--- config.mk ---
export PLATFORM = sky130hd
export DESIGN_NAME = binary_divider_3bit_seq
export DESIGN_NICKNAME = d
export VERILOG_FILES = /design/src/rtl/binary_divider_3bit_seq.sv
export SDC_FILE = /design/constraint.sdc
export NUM_CORES = 1
export LEC_CHECK = 0
export ABC_AREA = 1
export CORE_MARGIN = 8
export CORE_UTILIZATION = 35
export CTS_CLUSTER_DIAMETER = 50
export DETAILED_ROUTE_END_ITERATION = 16
export RECOVER_POWER = 25
export SLEW_MARGIN = 40
export SYNTH_ARGS = -nofsm -noshare
export SYNTH_HDL_FRONTEND = slang
export SYNTH_SLANG_ARGS = --single-unit
--- constraint.sdc ---
create_clock -name clk -period 1.8 [get_ports clk]
set_input_delay 0.27 -clock clk [delete_from_list [all_inputs] [get_ports clk]]
set_output_delay 0.27 -clock clk [all_outputs]
set_load 0.01 [all_outputs]
--- src/rtl/binary_divider_3bit_seq.sv ---
// binary_divider_3bit_seq: sequential restoring divider, 2N-bit dividend / N-bit divisor.
// Latency: start edge -> 2N RUN cycles -> DONE; done pulses in cycle 2N+1 after the start edge.
// Backpressure: none; start is sampled only in IDLE, ignored while busy (no queuing).
// Optional: define DIV_ZERO_DETECT_EN to add div_by_zero and short-circuit B=0 straight to DONE.
module binary_divider_3bit_seq #(
    parameter int N = 3
) (
    input  logic             clk,
    input  logic             rst,
    input  logic             start,
    input  logic [2*N-1:0]   A,
    input  logic [N-1:0]     B,
    output logic [2*N-1:0]   Q,
    output logic [N-1:0]     R,
    output logic             busy,
    output logic             done
`ifdef DIV_ZERO_DETECT_EN
    ,
    output logic             div_by_zero
`endif
);

    localparam int W2 = 2 * N;
    localparam int CW = $clog2(W2 + 1);
    localparam logic [CW-1:0] CNT_INIT = CW'(W2);

    typedef enum logic [1:0] {
        IDLE = 2'd0,
        RUN  = 2'd1,
        DONE = 2'd2
    } state_t;

    state_t          state_q;
    logic [W2-1:0]   a_q;      // dividend, shifted left one bit per RUN cycle
    logic [N-1:0]    b_q;      // latched divisor
    logic [N:0]      rem_q;    // partial remainder
    logic [W2-1:0]   quo_q;    // quotient bits collected MSB first
    logic [CW-1:0]   cnt_q;    // quotient bits still to produce
    logic [W2-1:0]   q_q;
    logic [N-1:0]    r_q;
    logic            busy_q;
    logic            done_q;
`ifdef DIV_ZERO_DETECT_EN
    logic            dz_q;
`endif

    logic [N:0]      rem_sh;
    logic            rem_ge;
    logic [N:0]      rem_d;
    logic [W2-1:0]   quo_d;

    // One restoring step: bring in the next dividend bit, subtract when the divisor fits.
    // With a zero divisor every step "fits", giving all-ones quotient and the low dividend bits as remainder.
    always_comb begin
        rem_sh = (rem_q << 1) | {{N{1'b0}}, a_q[W2-1]};
        rem_ge = (rem_sh >= {1'b0, b_q});
        rem_d  = rem_ge ? (rem_sh - {1'b0, b_q}) : rem_sh;
        quo_d  = (quo_q << 1) | {{(W2-1){1'b0}}, rem_ge};
    end

    // Control FSM with datapath registers and registered outputs.
    always_ff @(posedge clk or posedge rst) begin
        if (rst) begin
            state_q <= IDLE;
            a_q     <= '0;
            b_q     <= '0;
            rem_q   <= '0;
            quo_q   <= '0;
            cnt_q   <= '0;
            q_q     <= '0;
            r_q     <= '0;
            busy_q  <= 1'b0;
            done_q  <= 1'b0;
`ifdef DIV_ZERO_DETECT_EN
            dz_q    <= 1'b0;
`endif
        end else begin
            case (state_q)
                IDLE: begin
                    done_q <= 1'b0;
                    busy_q <= 1'b0;
                    if (start) begin
                        a_q    <= A;
                        b_q    <= B;
                        rem_q  <= '0;
                        quo_q  <= '0;
                        cnt_q  <= CNT_INIT;
                        busy_q <= 1'b1;
                        state_q <= RUN;
`ifdef DIV_ZERO_DETECT_EN
                        // Zero divisor: skip the iterations and report immediately.
                        if (B == '0) begin
                            cnt_q   <= '0;
                            q_q     <= '0;
                            r_q     <= '0;
                            done_q  <= 1'b1;
                            dz_q    <= 1'b1;
                            state_q <= DONE;
                        end
`endif
                    end
                end
                RUN: begin
                    a_q   <= a_q << 1;
                    rem_q <= rem_d;
                    quo_q <= quo_d;
                    cnt_q <= cnt_q - CW'(1);
                    if (cnt_q == CW'(1)) begin
                        q_q     <= quo_d;
                        r_q     <= rem_d[N-1:0];
                        done_q  <= 1'b1;
                        state_q <= DONE;
                    end
                end
                DONE: begin
                    done_q  <= 1'b0;
                    busy_q  <= 1'b0;
`ifdef DIV_ZERO_DETECT_EN
                    dz_q    <= 1'b0;
`endif
                    state_q <= IDLE;
                end
                default: begin
                    done_q  <= 1'b0;
                    busy_q  <= 1'b0;
                    state_q <= IDLE;
                end
            endcase
        end
    end

    assign Q    = q_q;
    assign R    = r_q;
    assign busy = busy_q;
    assign done = done_q;
`ifdef DIV_ZERO_DETECT_EN
    assign div_by_zero = dz_q;
`endif

endmodule

==> impl_metrics.env, run 1 <==
export IMPL_status="completed"
export IMPL_intPower_uw=2080
export IMPL_initial_core_util_pct=36.7
export IMPL_clockPowerShare_pct=16.3
export IMPL_switching_share_pct=39.3
export IMPL_antenna_found_initial=0
export IMPL_wire_per_inst_um=12.4
export IMPL_htree_levels=2
export IMPL_ys_types=25
export IMPL_crit_required_ns=1.98
export IMPL_reg2reg_from="a_q[5]"
export IMPL_ys_seq_area_share_pct=55.9
export IMPL_worst_pin_slew_ns=0.809
export IMPL_synth_mux_area_share_pct=0.762
export IMPL_hold_class="reg -> reg"
export IMPL_path_class="reg -> reg"
export IMPL_grt_pass1_wl_mm=5.08
export IMPL_numCtsBuffers=5
export IMPL_reg2reg_depth=12
export IMPL_grt_overflow=0
export IMPL_finalSetupTns_ns=0
export IMPL_synth_seq_cells=33
export IMPL_yosys_area_share_simple_pct=19.5
export IMPL_holdPathStages=2
export IMPL_die_h_um=81.0
export IMPL_min_period_over_period_pct=90.9
export IMPL_finalHoldViolCount=0
export IMPL_drive_gt1_share_pct=13.8
export IMPL_synth_top_family_by_area="simple AND/OR/NAND/NOR gates"
export IMPL_synth_cells=154
export IMPL_root_buffer="clkbuf_8"
export IMPL_synth_xor_area_share_pct=0.593
export IMPL_design_area_mm2=0.00184
export IMPL_pwr_share_seq_pct=36.7
export IMPL_clkSinkCount=33
export IMPL_nets=199
export IMPL_switching_power_uw=1350
export IMPL_place_area_mm2=0.00175
export IMPL_wl_mm=2.87
export IMPL_fin_skew_ns=0.00424
export IMPL_rsz0062_at_grt="no"
export IMPL_diodes=0
export IMPL_synth_compound_area_share_pct=10.2
export IMPL_grt_use_total_pct=10.1
export IMPL_critical_path_arrival_ns=1.82
export IMPL_crit_path_start="a_q[5]"
export IMPL_period_needed_ns=1.64
export IMPL_syn_area_mm2=0.00148
export IMPL_synth_fa_ha_area_share_pct=5.59
export IMPL_portBuffers=22
export IMPL_ff2ff_setup_slack_ns=0.16
export IMPL_num_vias=1074
export IMPL_core_area_mm2=0.00403
export IMPL_drc=0
export IMPL_grt_max_degree=34
export IMPL_setup_violations=0
export IMPL_drtPass1Iterations=4
export IMPL_grt_pass1_vias=1161
export IMPL_comb_power_share_pct=47.0
export IMPL_clk_latency_ns=0.29
export IMPL_endpoint="rem_q[2]"
export IMPL_finalMaxSlewViolations=0
export IMPL_drtIter0Drc=85
export IMPL_via_per_inst=4.65
export IMPL_num_io_pins=23
export IMPL_cts_tree="done"
export IMPL_cts_max_path_buffers=2
export IMPL_synth_nets=172
export IMPL_peakVddDrop_uv=795
export IMPL_powerDensity_mw_per_mm2=1870
export IMPL_start_kind="flop"
export IMPL_worstPathMaxFanout=4
export IMPL_cp_end_kind="flop"
export IMPL_dieArea_mm2=0.00656
export IMPL_die_w_um=81.0
export IMPL_syn_area_per_cell_um2=9.60
export IMPL_fmax_ghz=0.611
export IMPL_multi_input_area_um2=548
export IMPL_gp_congestion=0.776
export IMPL_p_leak_uw=0.000913
export IMPL_ant_nets=0
export IMPL_slew_headroom_pct=46.1
export IMPL_maxCapViolCount=0
export IMPL_r2r_end="rem_q[2]"
export IMPL_ys_warn_count=0
export IMPL_syn_to_final_growth_pct=24.4
export IMPL_dpl_hpwl_mm=2.05
export IMPL_clkTransAtPathRegs_ns=0.07
export IMPL_rows=23
export IMPL_ff_latch_area_um2=826
export IMPL_fill_cells=406
[through the flow]
stage | worst slack (ns) | std cells | hold slack (ns) | power [µW] | utilization (%)
after floorplan | 0.215 | 154 | 0.399 | 2390 | -
after global placement | 0.167 | 224 | 0.460 | 2800 | 43.4
after detailed placement | 0.0654 | 224 | 0.469 | 2880 | 43.4
after CTS | 0.0625 | 231 | 0.388 | 3450 | 45.5
after global routing | 0.0371 | 231 | 0.509 | 3750 | 45.6
final | 0.164 | 231 | 0.481 | 3430 | 45.6
[kinds of logic (layout without fill, tap and decap cells)]
group	Yosys count	after routing
mux	1	1
buf+inv	26	53
flops	33	33
xor+xnor	1	1
compound gates	23	23
fa+ha+maj	6	6
simple gates	64	64
[area by class of cell]
type / count / share of cell area [%]
Sequential cell: 33 / 44.9
Multi-Input combinational cell: 95 / 29.8
Timing Repair Buffer: 24 / 12.7
Clock buffer: 7 / 4.70
Inverter: 22 / 4.49
Tap cell: 50 / 3.40
[registers in the layout, indices dropped and copies added, names as in the netlist, 2 cells and up]
name     cells
R            3
b_q          3
cnt_q        3
Q            6
rem_q        3
state_q      2
a_q          6
quo_q        5
[cells in the mapped netlist]
master | instances | share of area [%]
nand3_1 | 8 | 2.7
nand2_4 | 1 | 0.76
or2_2 | 1 | 0.42
buf_2 | 2 | 0.68
o22ai_1 | 10 | 4.2
nor2_1 | 14 | 3.6
nor2_8 | 1 | 1.4
buf_4 | 1 | 0.51
buf_6 | 1 | 0.76
xor2_1 | 1 | 0.59
nand3b_1 | 1 | 0.51
o21ai_0 | 2 | 0.68
a21oi_1 | 3 | 1.0
a31oi_1 | 1 | 0.42
inv_1 | 20 | 5.1
nand2_1 | 35 | 8.9
a22oi_1 | 1 | 0.51
o21ai_1 | 1 | 0.34
o21ai_2 | 5 | 3.0
mux2_2 | 1 | 0.76
ha_1 | 5 | 4.2
dfrtp_1 | 33 | 56
inv_2 | 2 | 0.51
fa_1 | 1 | 1.4
nand2_2 | 3 | 1.3
[critical path, stage by stage, from the launching register on]
cell and delay, ns:
dfrtp_1 0.39, inv_1 0.09, ha_1 0.15, inv_1 0.05
fa_2 0.34, inv_1 0.07, nand2_1 0.07, nand2_2 0.09
nand2_2 0.07, nand2_1 0.07, nand2_1 0.06, nand2_1 0.06
nand2_1 0.04
[how the worst min path moves through the flow]
stage,end,from
after detailed placement,R[2],R[2]
after global routing,Q[0],Q[0]
final,R[2],R[2]
after global placement,busy,busy
after CTS,done,rst
after floorplan,Q[0],rst
[repair_timing]
action                     4_1_cts  5_1_grt
buffers inserted                 0        0
setup endpoints to repair        0        8
gates resized for setup          0        3
hold buffers                     0        0
[power by group through the flow]
stage          Combinational [µW]  Sequential (µW)  Clock [µW]
6_report                     1610             1260         560
2_1_floorplan                1100             1290           0
3_3_place_gp                 1540             1260           0
4_1_cts                      1610             1260         578
3_5_place_dp                 1610             1270           0
5_1_grt                      1830             1310         606
[cells in the final DEF (no fill, tap or decap), types with 2 or more instances in the layout]
master and instances:
a21oi_1 3, nor2_1 14, o22ai_1 10, inv_1 20, dfrtp_1 33, nand2_1 33, o21ai_0 2, clkdlybuf4s50_1 21
nand3_1 8, clkbuf_8 6, o21ai_2 5, nand2_2 5, ha_1 5, inv_2 2
[metal layers]
metal	track usage, %	up-vias	wire [µm]
li1	-	543	-
met1	12.3	500	1380
met2	14.4	25	1220
met3	4.86	6	214
met4	5.18	0	57
met5	0	-	0
Power figures use the tool's default switching activity.
==> run 2: changes to the inputs <==
--- a/config.mk
+++ b/config.mk
@@ -15,3 +15,4 @@
 export SYNTH_ARGS = -nofsm -noshare
 export SYNTH_HDL_FRONTEND = slang
 export SYNTH_SLANG_ARGS = --single-unit
+export TNS_END_PERCENT = 100
==> results of run 2 <==
No change in the layout: final DEF, timing and power equal those of run 1.
